==> config.mk <==
export PLATFORM = sky130hd
export DESIGN_NAME = bitop16_pipe
export DESIGN_NICKNAME = d
export VERILOG_FILES = /design/src/rtl/bitop16_pipe.sv
export SDC_FILE = /design/constraint.sdc
export NUM_CORES = 1
export LEC_CHECK = 0
export ABC_CLOCK_PERIOD_IN_PS = 1500
export CORE_MARGIN = 2
export CORE_UTILIZATION = 45
export DETAILED_ROUTE_END_ITERATION = 8
export PLACE_DENSITY = 0.79
export SLEW_MARGIN = 10
export SYNTH_ARGS = -nofsm -noshare
export SYNTH_HDL_FRONTEND = slang
export SYNTH_SLANG_ARGS = --single-unit
==> constraint.sdc <==
create_clock -name clk -period 1.5 [get_ports clk]
set_input_delay 0.15 -clock clk [delete_from_list [all_inputs] [get_ports clk]]
set_output_delay 0.15 -clock clk [all_outputs]
set_load 0.01 [all_outputs]
==> src/rtl/bitop16_pipe.sv <==
// ============================================================================
// Module   : bitop16_pipe
// Function : 16-bit bitwise operation unit (AND/OR/XOR/AND-NOT) feeding a
//            DEPTH-entry result FIFO with valid/ready handshakes on both sides.
//            Optional per-entry zero/negative flags: BITOP16_PIPE_FLAGS_EN.
// Revision : 1.0 - initial release
// ============================================================================
`default_nettype none

module bitop16_pipe #(
    parameter int DEPTH = 2
) (
    input  logic        clk,
    input  logic        reset,
    input  logic        in_valid,
    output logic        in_ready,
    input  logic [15:0] a,
    input  logic [15:0] b,
    input  logic [1:0]  op,
    output logic        out_valid,
    input  logic        out_ready,
    output logic [15:0] out,
    output logic        zr,
    output logic        ng
);

    localparam int c_PTR_W = (DEPTH > 1) ? $clog2(DEPTH) : 1;
    localparam int c_CNT_W = $clog2(DEPTH + 1);

    localparam logic [1:0] c_OP_AND  = 2'b00;
    localparam logic [1:0] c_OP_OR   = 2'b01;
    localparam logic [1:0] c_OP_XOR  = 2'b10;
    localparam logic [1:0] c_OP_ANDN = 2'b11;

    localparam logic [c_CNT_W-1:0] c_COUNT_FULL = c_CNT_W'(DEPTH);

    logic [c_CNT_W-1:0] r_count;
    logic [c_PTR_W-1:0] r_wr_ptr;
    logic [c_PTR_W-1:0] r_rd_ptr;
    logic [15:0]        r_mem [DEPTH];

    logic        w_push;
    logic        w_pop;
    logic [15:0] w_result;
    logic [15:0] w_head;

    // Handshake status comes straight from the count register, so out_ready
    // never reaches in_ready combinationally; a pop on a full FIFO frees the
    // slot only for the following cycle.
    assign in_ready  = (r_count != c_COUNT_FULL);
    assign out_valid = (r_count != '0);
    assign w_push    = in_valid && in_ready;
    assign w_pop     = out_valid && out_ready;

    always_comb begin
        w_result = 16'h0000;
        case (op)
            c_OP_AND:  w_result = a & b;
            c_OP_OR:   w_result = a | b;
            c_OP_XOR:  w_result = a ^ b;
            c_OP_ANDN: w_result = a & ~b;
            default:   w_result = 16'h0000;
        endcase
    end

    always_ff @(posedge clk) begin
        if (reset) begin
            r_count  <= '0;
            r_wr_ptr <= '0;
            r_rd_ptr <= '0;
        end else begin
            if (w_push) begin
                r_wr_ptr <= r_wr_ptr + c_PTR_W'(1);
            end
            if (w_pop) begin
                r_rd_ptr <= r_rd_ptr + c_PTR_W'(1);
            end
            case ({w_push, w_pop})
                2'b10:   r_count <= r_count + c_CNT_W'(1);
                2'b01:   r_count <= r_count - c_CNT_W'(1);
                default: r_count <= r_count;
            endcase
        end
    end

    // Storage needs no reset: entries are only visible while count is nonzero.
    always_ff @(posedge clk) begin
        if (w_push) begin
            r_mem[r_wr_ptr] <= w_result;
        end
    end

    assign w_head = r_mem[r_rd_ptr];
    assign out    = out_valid ? w_head : 16'h0000;

`ifdef BITOP16_PIPE_FLAGS_EN
    logic r_zr_mem [DEPTH];
    logic r_ng_mem [DEPTH];

    always_ff @(posedge clk) begin
        if (w_push) begin
            r_zr_mem[r_wr_ptr] <= (w_result == 16'h0000);
            r_ng_mem[r_wr_ptr] <= w_result[15];
        end
    end

    assign zr = out_valid && r_zr_mem[r_rd_ptr];
    assign ng = out_valid && r_ng_mem[r_rd_ptr];
`else
    assign zr = 1'b0;
    assign ng = 1'b0;
`endif

endmodule

`default_nettype wire

# --- Word level (Yosys, flattened, before mapping) ---
# Memories as Yosys holds them, arrays and structs flattened. A register that Yosys moved wholly into a read port is not among the register bits.
# Cells that the tools add are included.
word_totals:
  register_bits: 4
  ram_bits: 32
  inputBits: 38
  output_inout_bits: 20
  word_cells: 31
  memories: 1
memory_table:
  columns: ["name", "words", "word_bits", "read_ports", "rd_clocked_by_memory_dff", "write_ports", "line_no", "rtl"]
  rows:
  - ["r_mem", 2, 16, 1, 1, 1, "40", "logic [15:0] r_mem [DEPTH];"]
classes:
  n_addsub: 4
  n_eq_ne: 6
  mux: 7
  n_bitwise: 5
  reduce_logical: 5
op_table:
  columns: ["cell", "count"]
  rows:
  - ["16-bit case mux with 4 select lines", 1]
  - ["16-bit bitwise AND", 2]
  - ["16-bit two-way mux", 1]
  - ["16-bit NOT", 1]
  - ["16-bit bitwise OR", 1]
  - ["16-bit XOR", 1]
  - ["2-bit equality test (second input constant)", 3]
  - ["2-bit by 1-bit equality test with 1-bit output (second input constant)", 2]
  - ["1-bit two-way mux", 4]
  - ["2-bit case mux with 2 select lines", 1]
  - ["2-bit nonzero test", 2]
  - ["1-bit adder (second input constant)", 2]
  - ["2-bit by 1-bit adder with 2-bit output (second input constant)", 1]
  - ["1-bit logical AND", 2]
  - ["2-bit zero test", 1]
  - ["2-bit inequality test (second input constant)", 1]
  - ["2-bit by 1-bit subtractor with 2-bit output (second input constant)", 1]

# --- Logic depth before layout (Yosys ltp) ---
depth:
  word_depth: 4
  mapped_depth: 6

# --- Least setup slack after synthesis ---
# OpenSTA, ideal clock, no wires.
synth_path:
  path_type: "reg2reg"
  start: "register r_count[0]"
  end: "register r_count[1]"
  t_arrival_ns: 1.464
  t_required_ns: 1.430
  slack_ns: -0.033
  stages_incl_launch_ff: 6
  cell_sequence: "dfxtp_1 > nand2b_1 > nand2_1 > ha_1 > or3_1 > a21oi_1"
synth_between:
  elab_chain_cells: 4
  word_cells_on_any_way: 10
  cone_classes: "add/sub: 2; eq/ne: 3; mux: 1; reduce/logical: 4"
synth_lines:
  columns: ["item", "line_no", "rtl"]
  rows:
  - ["from (decl)", "37", "logic [c_CNT_W-1:0] r_count;"]
  - ["from (signal assigned)", "79", "2'b10: r_count <= r_count + c_CNT_W'(1);"]
  - ["from (signal assigned)", "80", "2'b01: r_count <= r_count - c_CNT_W'(1);"]
  - ["from (signal assigned)", "81", "default: r_count <= r_count;"]
  - ["2-bit inequality test (*)", "50", "assign in_ready = (r_count != c_COUNT_FULL);"]
  - ["net in_ready", "16", "output logic in_ready,"]
  - ["1-bit logical AND (*)", "52", "assign w_push = in_valid && in_ready;"]
  - ["2-bit by 1-bit equality test with 1-bit output or 2-bit equality test (tied branches)", "78", "case ({w_push, w_pop})"]
  - ["2-bit case mux with 2 select lines or 2-bit nonzero test (tied branches)", null, null]
# The timed path passes the listed nets; every way through them passes the cells marked *.
# A chain may end at the register's enable or synchronous reset.

# --- Final worst setup path ---
layout_path:
  start: "register r_count[0]"
  end: "register r_count[1]"
layout_between:
  elab_chain_cells: 4
  word_cells_on_any_way: 10
  cone_classes: "add/sub: 2; eq/ne: 3; mux: 1; reduce/logical: 4"
layout_lines:
  columns: ["item", "line_no", "rtl"]
  rows:
  - ["2-bit nonzero test (*)", "51", "assign out_valid = (r_count != '0);"]
  - ["1-bit logical AND (*)", "53", "assign w_pop = out_valid && out_ready;"]
  - ["net w_pop", "43", "logic w_pop;"]
  - ["2-bit by 1-bit equality test with 1-bit output or 2-bit equality test (tied branches)", "78", null]
  - ["2-bit case mux with 2 select lines or 2-bit nonzero test (tied branches)", null, null]
# Marks and branches as above.

==> impl_results.md <==
* Outcome: finished with violations
* Failing checks: setup timing
* Critical path startpoint category: flop
* Layout cells sized above 1 at between 30% and 40%
* Critical Path Sink Type: flop
* CP arrival at ~1.7 ns
* Sum Neg Setup Slack at -0.0283 ns
* Starting DRT DRC Count at 92
* WL/cell at 14.5 microns
* Clock Tree Buf Depth at 2
* Synth unique cells at 22
* IO Pins at between 50 and 60
* RSZ-0062 raised after global routing: yes
* Met1 usage at between 20 and 25%
* Final instance area at 0.00374 sq mm
* Endpoints failing setup at 1
* Cell count after placement at roughly 380
* Die extent in x at 76.1 microns
* Worst-path clk slew at 0.07 ns
* Fin nets at approximately 400
* Max Cap Viol at 0
* Cell Area, Placed at about 0.0032 sq mm
* FF-to-FF Start: r_count[0]
* Total via count in the routed design at 2053
* H-tree Lvls at 2
* Via density at between 4 and 5
* Worst R2R Path Depth at 7
* DR DRC count at 0
* Routed Antenna Nets at 0
* Worst-Skew Late Latency at between 0.2 and 0.3 ns
* Worst Hold Class: reg2reg
* #FFs+latches synth at 37
* Fmax at roughly 0.65 GHz
* Root Buffer Master: clkbuf_8
* Gr usage total at ~18%
* Maximum number of pins on one net before global-route repair at 28
* Total CTS buffers at 5
* Mapped Area at about 0.0023 sq mm
* Grt ovf at 0
* Reg2Reg Capture Point: r_count[1]
* Port bufs at 55
* Ys Warns at 0
* Worst IR Drop VDD at between 1000 and 1500 uV
* Mapped Cells at between 200 and 250
* Worst path slowest cell: or3_1
* First-pass GRT wire length at 8290 microns
* Flop-to-flop setup slack at -0.03 ns
* Maximum fanout along the worst path at 3
* Grt met3 use at under 10%
* Most frequent cells in the layout: inv_1, clkdlybuf4s50_1, buf_4
* Die Span Y at 76.1 microns
* Shortest period the worst path allows at approximately 1.5 ns
* Setup ws final at -0.0283 ns
* Bufs and invs on worst path at 2
* Pwr dens at between 1000 and 1500 mW/mm^2
* Crit Path Class: reg2reg
* Clk sink count at 37
* Initial antenna violation count at 0
* Top delay family on crit path: simple AND/OR/NAND/NOR gates
* Final period util at 102%
* Gpl congestion at around 0.8
* CP Data Required Time at 1.72 ns
* Initial Utilization at 46.3%
* Ant. Diodes at 0
* Hold WS at a little over 0.5 ns
* Drt first pass iters at 4
* Pleak at 1.69 nW
* Hold-fix buffers, CTS at 0
* Commonest non-fill, non-tap cell in the layout: inv_1
* WHS Path Cells at 2
* M2 GR Usage at roughly 30%
* Hold_sp: r_rd_ptr
* Rows at 26
* Post-Route WL at 5950 microns
* Busiest grt layer: met2
* Mapped Avg Cell Area at approximately 9.8 sq um
* CORE AREA at roughly 0.0050 sq mm
* Vias in the first global route at ~1.9k
* CTS tree: yes
* Skew final at approximately 0.0043 ns
* Final hold vios at 0
* Post-Layout Cell Count at between 400 and 500
* Critical Path Max Stage Delay at 0.37 ns
* CP Cell Sequence: buf_6 -> o21ai_4 -> inv_2 -> ha_4 -> xnor2_2 -> or3_1 -> a21oi_2
* Area Growth Syn to Fin at 60.0%
* Slew Limit Fails at 0
* Post-DP HPWL at ~3400 microns
* Register area share after synthesis at 45.4%
* Die ar. at 0.00578 sq mm
[flip-flops by register name, indices dropped and copies added (netlist names), named ones only]
register / cells
r_wr_ptr: 1
r_count: 2
r_mem: 32
r_rd_ptr: 1
[cell usage after synthesis]
| library cell | number | share of area (%) |
|---|---|---|
| buf_6 | 1 | 0.48 |
| dfxtp_1 | 5 | 4.3 |
| edfxtp_1 | 32 | 41 |
| a21oi_1 | 18 | 3.9 |
| xor2_1 | 18 | 6.7 |
| clkbuf_1 | 5 | 0.80 |
| buf_2 | 4 | 0.86 |
| and3_1 | 1 | 0.27 |
| ha_1 | 20 | 11 |
| nand2b_1 | 1 | 0.27 |
| nor2_1 | 20 | 3.2 |
| xnor2_1 | 1 | 0.38 |
| mux2i_1 | 16 | 6.9 |
| inv_1 | 53 | 8.5 |
| buf_4 | 4 | 1.3 |
| a21bo_2 | 1 | 0.43 |
| o21ai_0 | 2 | 0.43 |
| or3_1 | 1 | 0.27 |
| a221oi_1 | 16 | 6.0 |
| nand2_1 | 17 | 2.7 |
| nand3b_1 | 1 | 0.32 |
| conb_1 | 1 | 0.16 |
[metal layers]
layer / wire length (microns) / up-vias
li1: - / 996
met1: 2430 / 962
met2: 3100 / 77
met3: 272 / 18
met4: 152 / 0
met5: 0 / -
[area by class of cell]
cell class / count / area [sq um]
flip-flops and latches: 37 / 1070
clock buffers: 5 / 68.8
fillers: 362 / 1310
repair buffers: 108 / 1030
multi-input cells: 135 / 1280
well taps: 70 / 87.6
clock inverters: 3 / 12.5
inverters: 53 / 199
[worst register-to-register path: stages, from the launching register on]
cell and delay (ns):
dfxtp_2 0.33, buf_6 0.12, o21ai_4 0.16, inv_2 0.06, ha_4 0.16, xnor2_2 0.12
or3_1 0.37, a21oi_2 0.14
[how the worst max path moves through the flow]
stage	to	from	slack [ns]	cells after the start
after global placement	out[12]	r_count[1]	-0.37	3
after global routing	r_count[1]	r_count[0]	-0.10	7
after CTS	out[3]	flop	-0.06	5
after detailed placement	out[10]	r_count[1]	-0.49	3
final	r_count[1]	r_count[0]	-0.03	7
after floorplan	r_count[1]	r_count[0]	0.02	5
[stage by stage]
stage | setup WS [ns] | utilization (%) | power, mW
detailed placement | -0.495 | 63.3 | 3.36
global route | -0.103 | 74.1 | 5.08
finish | -0.0283 | 74.1 | 4.79
global placement | -0.368 | 63.3 | 3.30
floorplan | 0.0227 | - | 2.41
CTS | -0.0612 | 67.4 | 4.21
[power by group]
part / leakage (nW) / switching, mW / total (mW) / internal, mW
Clock: 0.0430 / 0.314 / 0.625 / 0.312
Combinational: 1.30 / 1.21 / 2.70 / 1.49
Sequential: 0.346 / 0.0869 / 1.46 / 1.38
Total: 1.69 / 1.61 / 4.79 / 3.18
[kinds of logic after synthesis]
| kind of cell | after synthesis | share of synthesized area [%] |
|---|---|---|
| fa+ha+maj | 20 | 10.7 |
| buf+inv | 67 | 11.9 |
| xor+xnor | 19 | 7.12 |
| other cells | 1 | 0.161 |
| flops | 37 | 45.4 |
| compound gates | 37 | 10.7 |
| mux | 16 | 6.86 |
| simple gates | 41 | 7.07 |
[timing repair]
action	CTS	global route
cloned	0	3
gates resized for setup	54	78
pin swaps	3	10
endpoints found under the setup margin	43	49
buffers inserted	11	7
endpoints found under the hold margin	0	0
No activity file was read; power rests on OpenSTA's default activity.
